[src/rtl/mem_dump_unit.sv]
// Dumps a window of data memory as a valid/ready word stream once the
// fetch PC hits END_PC, holding the processor halted from then until reset.
module mem_dump_unit #(
  parameter logic [31:0] END_PC = 32'h90,
  parameter int BASE_WORD = 32,
  parameter int NUM_WORDS = 96,
  parameter int WORDS_PER_LINE = 16
) (
  input  logic        CLK,
  input  logic        CLR,
  input  logic [31:0] PCF,
  output logic [31:0] dm_addr,
  input  logic [31:0] dm_rdata,
  output logic [31:0] dout,
  output logic        dout_valid,
  input  logic        dout_ready,
  output logic        dout_eol,
  output logic        dout_last,
  output logic        halt_req,
  output logic        done
);

  localparam logic [9:0] LAST_IDX = 10'(NUM_WORDS - 1);
  localparam logic [9:0] LINE_END = 10'(WORDS_PER_LINE - 1);

  typedef enum logic [1:0] {
    S_IDLE,
    S_FETCH,
    S_SEND,
    S_DONE
  } state_t;

  state_t      r_state;
  state_t      w_next;
  logic [9:0]  r_idx;
  logic [9:0]  r_col;
  logic [31:0] r_dout;
  logic        w_trig;
  logic        w_hs;
  logic        w_last_idx;
  logic        w_eol_col;

  assign w_trig     = (r_state == S_IDLE) && (PCF == END_PC);
  assign w_hs       = (r_state == S_SEND) && dout_ready;
  assign w_last_idx = (r_idx == LAST_IDX);
  assign w_eol_col  = (r_col == LINE_END);
  assign dm_addr    = 32'(BASE_WORD) + {22'b0, r_idx};

  always_ff @(posedge CLK or negedge CLR) begin
    if (!CLR) r_state <= S_IDLE;
    else      r_state <= w_next;
  end

  always_comb begin
    w_next = r_state;
    unique case (r_state)
      S_IDLE:  if (w_trig) w_next = S_FETCH;
      S_FETCH: w_next = S_SEND;
      S_SEND:  if (w_hs) w_next = w_last_idx ? S_DONE : S_FETCH;
      S_DONE:  w_next = S_DONE;
      default: w_next = S_IDLE;
    endcase
  end

  // r_col tracks position within the output line, avoiding a modulo on idx
  always_ff @(posedge CLK or negedge CLR) begin
    if (!CLR) begin
      r_idx  <= '0;
      r_col  <= '0;
      r_dout <= '0;
    end else begin
      if (w_trig) begin
        r_idx <= '0;
        r_col <= '0;
      end
      if (r_state == S_FETCH) r_dout <= dm_rdata;
      if (w_hs && !w_last_idx) begin
        r_idx <= r_idx + 10'd1;
        r_col <= w_eol_col ? 10'd0 : r_col + 10'd1;
      end
    end
  end

  always_comb begin
    dout       = r_dout;
    dout_valid = (r_state == S_SEND);
    dout_eol   = (r_state == S_SEND) && (w_eol_col || w_last_idx);
    dout_last  = (r_state == S_SEND) && w_last_idx;
    halt_req   = (r_state != S_IDLE);
    done       = (r_state == S_DONE);
  end

endmodule

[config.mk]
export PLATFORM = sky130hd
export DESIGN_NAME = mem_dump_unit
export DESIGN_NICKNAME = d
export VERILOG_FILES = /design/src/rtl/mem_dump_unit.sv
export SDC_FILE = /design/constraint.sdc
export NUM_CORES = 1
export LEC_CHECK = 0
export ABC_CLOCK_PERIOD_IN_PS = 5900
export BUFFER_PORTS_ARGS = -buffer_cell sky130_fd_sc_hd__buf_4
export CORE_MARGIN = 3
export CORE_UTILIZATION = 30
export DETAILED_ROUTE_END_ITERATION = 16
export SLEW_MARGIN = 20
export SYNTH_ARGS = -nofsm -noshare
export SYNTH_HDL_FRONTEND = slang
export SYNTH_SLANG_ARGS = --single-unit
[constraint.sdc]
create_clock -name CLK -period 5.9 [get_ports CLK]
set_input_delay 0.59 -clock CLK [delete_from_list [all_inputs] [get_ports CLK]]
set_output_delay 0.59 -clock CLK [all_outputs]
set_load 0.01 [all_outputs]
Yosys cells after proc, flatten, opt, wreduce, memory -nomap -nowiden
Cells that the tools add are included.

word-level totals
  flip-flop bits (word level) = 54
  logic and storage cells = 34
  output and inout port bits = 69
  input bits = 67

operators by class
  add/subtract/negate cells = 3
  equal/unequal tests = 8
  reduce and logical (&&, ||, !) cells = 11
  muxes and demuxes = 8

operators by type and width
  kind                                                    number
  two-way mux 10 bit                                      4
  equality test 32 x 8 -> 1 bit (second input constant)   1
  adder 10 x 1 -> 10 bit (second input constant)          2
  adder 6 x 10 -> 11 bit (first input constant)           1
  equality test 10 x 4 -> 1 bit (second input constant)   1
  equality test 10 x 7 -> 1 bit (second input constant)   1
  case mux 2 bit (4 select lines)                         1
  two-way mux 2 bit                                       3
  logical AND 1 bit                                       5
  equality test 2 bit (second input constant)             2
  nonzero test 2 bit                                      2
  equality test 2 x 1 -> 1 bit (second input constant)    1
  logical NOT 2 bit                                       1
  inequality test 2 x 1 -> 1 bit (second input constant)  1
  inequality test 2 bit (second input constant)           1
  AND reduction 2 bit                                     1
  logical NOT 1 bit                                       1
  logical OR 1 bit                                        1

Depth between registers and ports, before layout
  word-level depth = 4
  mapped depth = 6

Least setup slack after synthesis
No wires, ideal clock.

  kind = flip-flop to output port
  start = register r_col[4]
  end = output dout_eol
  data arrival time = 1.709 ns
  path slack = 3.601 ns
  stages on the path, launching flop included = 5
  buffers on the path = 1
  cell sequence = dfrtp_1 > or4_1 > or4_1 > clkbuf_1 > a21oi_1

on the way
  word-level cells in the longest chain between the ends = 3

RTL lines
  element                        RTL line  text
  start, declared                36        logic [9:0] r_col;
  start signal, assigned         79        r_col <= w_eol_col ? 10'd0 : r_col + 10'd1;
  equality test 10 x 4 -> 1 bit  46        assign w_eol_col = (r_col == LINE_END);
  logical OR 1 bit               87        dout_eol = (r_state == S_SEND) && (w_eol_col || w_last_idx);
  logical AND 1 bit              87
  end, declared                  17        output logic dout_eol,

Every way passes these cells.

Final worst setup path
Ends and elaborated chain as after synthesis.

==> Implementation_results.wiki <==
{| class="wikitable"
! Metric !! Value
|-
| Outcome || completed
|-
| Core area || 8810 µm²
|-
| Routed Wire Length || 6.42 mm
|-
| Achievable Freq || 357 MHz
|-
| Delay of the slowest cell on the worst path || 0.59 ns
|-
| Synthesized instance count || 246
|-
| Final #Nets || 422
|-
| Die W || 102 µm
|-
| Number of vias per cell || 4.77
|-
| DRC viols || 0
|-
| Clock Skew || 0.00801 ns
|-
| Share of the yosys chip area belonging to registers || 49.2%
|-
| Setup repair after global routing missed its margin || false
|-
| Power density cells || 183 nW/µm²
|-
| Mean Syn Cell Area || 11.2 µm²
|-
| Post-synthesis register bit count || 54
|-
| Wire length of the first global-routing pass || 9.86 mm
|-
| Starting density of the core || 31.2%
|-
| Count of H-tree levels built during CTS || 2
|-
| Clock latency reported for the late side of the worst-skew pair || 0.31 ns
|-
| Slew at the pin closest to its max-slew limit || 0.710 ns
|-
| Max-slew headroom at the worst pin || 52.7%
|-
| Area share of the largest cell type after synthesis || 49.2%
|-
| Bufs on Longest Clock Path || 2
|-
| Total global routing overflow || 0
|-
| Post-synth EDFFs || 0
|-
| Final antenna diode count || 0
|-
| Overall fraction of global-route tracks in use || 12.0%
|-
| Final RePlAce weighted congestion || 0.736
|-
| Clock root buffer master || clkbuf_8
|-
| WP buf/inv || 1
|-
| Clock net sink count || 54
|-
| Post-route core utilization || 41.7%
|-
| Critical path launch point type || flip-flop
|-
| TritonCTS clock tree || done
|-
| Slowest cell on crit path || or4_1
|-
| Highest fanout seen on the critical path || 8
|-
| Most repeated library cell on the critical path || or4_1
|-
| CTS Buf Count || 5
|-
| Syn. warnings || 0
|-
| Kind of cell adding the most delay to the critical path || simple AND/OR/NAND/NOR gates
|-
| Largest net degree at the start of global routing || 55
|-
| Pre-CTS WS || 3.28 ns
|-
| Required @ worst endpoint || 5.31 ns
|-
| Pleak || 1.76 nW
|-
| Synth area leaders || dfrtp_1 (49%), mux2_2 (13%), buf_4 (7.1%)
|-
| Total setup violations reported at the end of the flow || 0
|-
| Path class of the lowest-slack min-delay path || in -> async
|-
| Number of instances resized during post-cts repair || 0
|-
| Sort of element at the end of the critical path || output port
|-
| Die area || 10300 µm²
|-
| Final Slew Violations || 0
|-
| Fin Setup TNS || 0 ns
|-
| Row count || 34
|-
| Antenna violations before repair || 0
|-
| Placed Area || 3580 µm²
|-
| Yosys cell types || 44
|-
| HPWL after detailed placement || 4.88 mm
|-
| Clock slew at the register clock pins of the worst setup and hold paths || 0.10 ns
|-
| Finished layout cell area || 3670 µm²
|-
| Antenna-violating nets left || 0
|-
| Post CTS Setup Buffer Count || 0
|-
| Top-level port count || 136
|-
| Startpoint-to-endpoint class of the critical path || reg -> out
|-
| Reported max-cap violation count || 0
|-
| Number of search-and-repair iterations in the first detailed-routing pass || 4
|-
| Share of the clock period used by the worst path after layout || 47.5%
|-
| Via count of the first global-routing pass || 2025
|-
| Library cell with the largest summed area after synthesis || dfrtp_1
|-
| Number of buffers inserted by hold repair at cts || 0
|-
| Detailed-route wire length per cell || 13.9 µm
|-
| Input/output buffers || 114
|-
| Cell area after technology mapping || 2750 µm²
|-
| Routed via count || 2192
|-
| Final hold vios || 0
|-
| Largest voltage drop on the vdd net || 0.0970 mV
|-
| Share of post-route cells with drive strength above 1 || 44.9%
|-
| First-iteration detailed-routing DRC count || 58
|-
| Crit path DAT || 2.21 ns
|-
| Top FF cell, synth || dfrtp_1
|-
| Layout overhead on the synthesized area || 33.7%
|-
| Vertical die dimension || 102 µm
|-
| Proportion of synthesized flip-flops having asynchronous set or reset || 100%
|-
| Worst setup slack after layout || 3.10 ns
|-
| Cell-by-cell listing of the critical path || or4_1 > or4_1 > a21oi_1 > buf_4
|-
| Final critical path time including I/O delays and setup || 2.80 ns
|}
cell usage after synthesis (5+ instances only):
library cell  count
nor4_1            8
buf_4            26
nand2b_1          6
a31oi_1           5
inv_1            11
dfrtp_1          54
clkbuf_1          6
nand2_1           6
nand3_1          13
mux2_2           32
a21oi_1           8
or3_1             5
o21ai_0           9
area by class of cell:
class	count	area, µm²
Fill cell	875	5140
Timing Repair Buffer	115	863
Inverter	11	41.3
Multi-Input combinational cell	165	1200
Sequential cell	54	1350
Clock inverter	2	13.8
Tap cell	108	135
Clock buffer	5	68.8
worst reg2reg max path, stage by stage (launching register included):
cell      delay, ns
dfrtp_1        0.46
or4b_4         0.60
o31ai_4        0.45
o31ai_4        0.30
o221ai_1       0.26
where the power goes:
part	total (mW)	internal (mW)	leakage [nW]	switching, mW
Combinational	0.0818	0.0492	1.08	0.0325
Clock	0.203	0.0823	0.0444	0.121
Sequential	0.386	0.381	0.633	0.00521
layer usage:
metal | vias up | GRT usage, % | share of wire (%)
met5 | - | 0 | 0
met4 | 0 | 4.29 | 1.1
met3 | 5 | 2.34 | 6.8
met2 | 87 | 19.4 | 48
met1 | 1048 | 16.0 | 44
li1 | 1052 | - | -
final timing paths:
kind | slack [ns] | startpoint | depth (start not counted) | end
worst max-delay path | 3.10 | r_col[4] | 4 | dout_eol
worst min-delay path | 0.30 | CLR | 1 | r_idx[0]
worst max register to register | 3.75 | r_idx[7] | 4 | r_col[9]
worst min register to register | 0.50 | r_col[0] | 1 | r_col[0]
max in group asynchronous | 5.11 | CLR | 1 | r_col[2]
min in group CLK | 0.50 | r_col[0] | 1 | r_col[0]
sequential cells by signal, summed over array words and instances, names as in the netlist:
name,count
r_state,2
dout,32
r_idx,10
r_col,10
placed cells by master, fill, tap and decap left out, types with 3 or more instances in the layout:
cell      Yosys  final
buf_4        26    115
nor4_1        8      8
inv_1        11     11
clkbuf_8      0      5
or3_1         5      5
and3_1        4      4
conb_1        1     21
nand2_1       6      6
a21oi_1       8      8
xnor2_1       3      3
dfrtp_1      54     54
a31oi_1       5      5
mux2_2       32     32
nand3_1      13     13
nand4_1       4      4
o221ai_1      4      4
nand2b_1      6      6
nor2_1        3      3
o21ai_0       9      9
ha_1          3      3
metrics by stage:
step / hold WS [ns] / std cells / power, mW
4_1_cts: 0.348 / 460 / 0.681
5_1_grt: 0.378 / 460 / 0.703
6_report: 0.301 / 460 / 0.671
3_5_place_dp: 0.493 / 453 / 0.477
2_1_floorplan: 0.294 / 266 / 0.426
3_3_place_gp: 0.479 / 453 / 0.476
kinds of logic (layout without fill, tap and decap cells):
family                   after synthesis  in the layout  share of synthesized area [%]
AO/OA/AOI/OAI                         41             41                           10.4
XOR/XNOR                               5              5                           1.60
adder cells (fa/ha/maj)                3              3                           1.37
buffers and inverters                 47            133                           10.3
flip-flops                            54             54                           49.2
multiplexers                          34             34                           13.9
other                                  1             21                          0.137
AND/OR/NAND/NOR                       61             61                           13.2
Note: power is estimated with default switching activity, not from simulation.
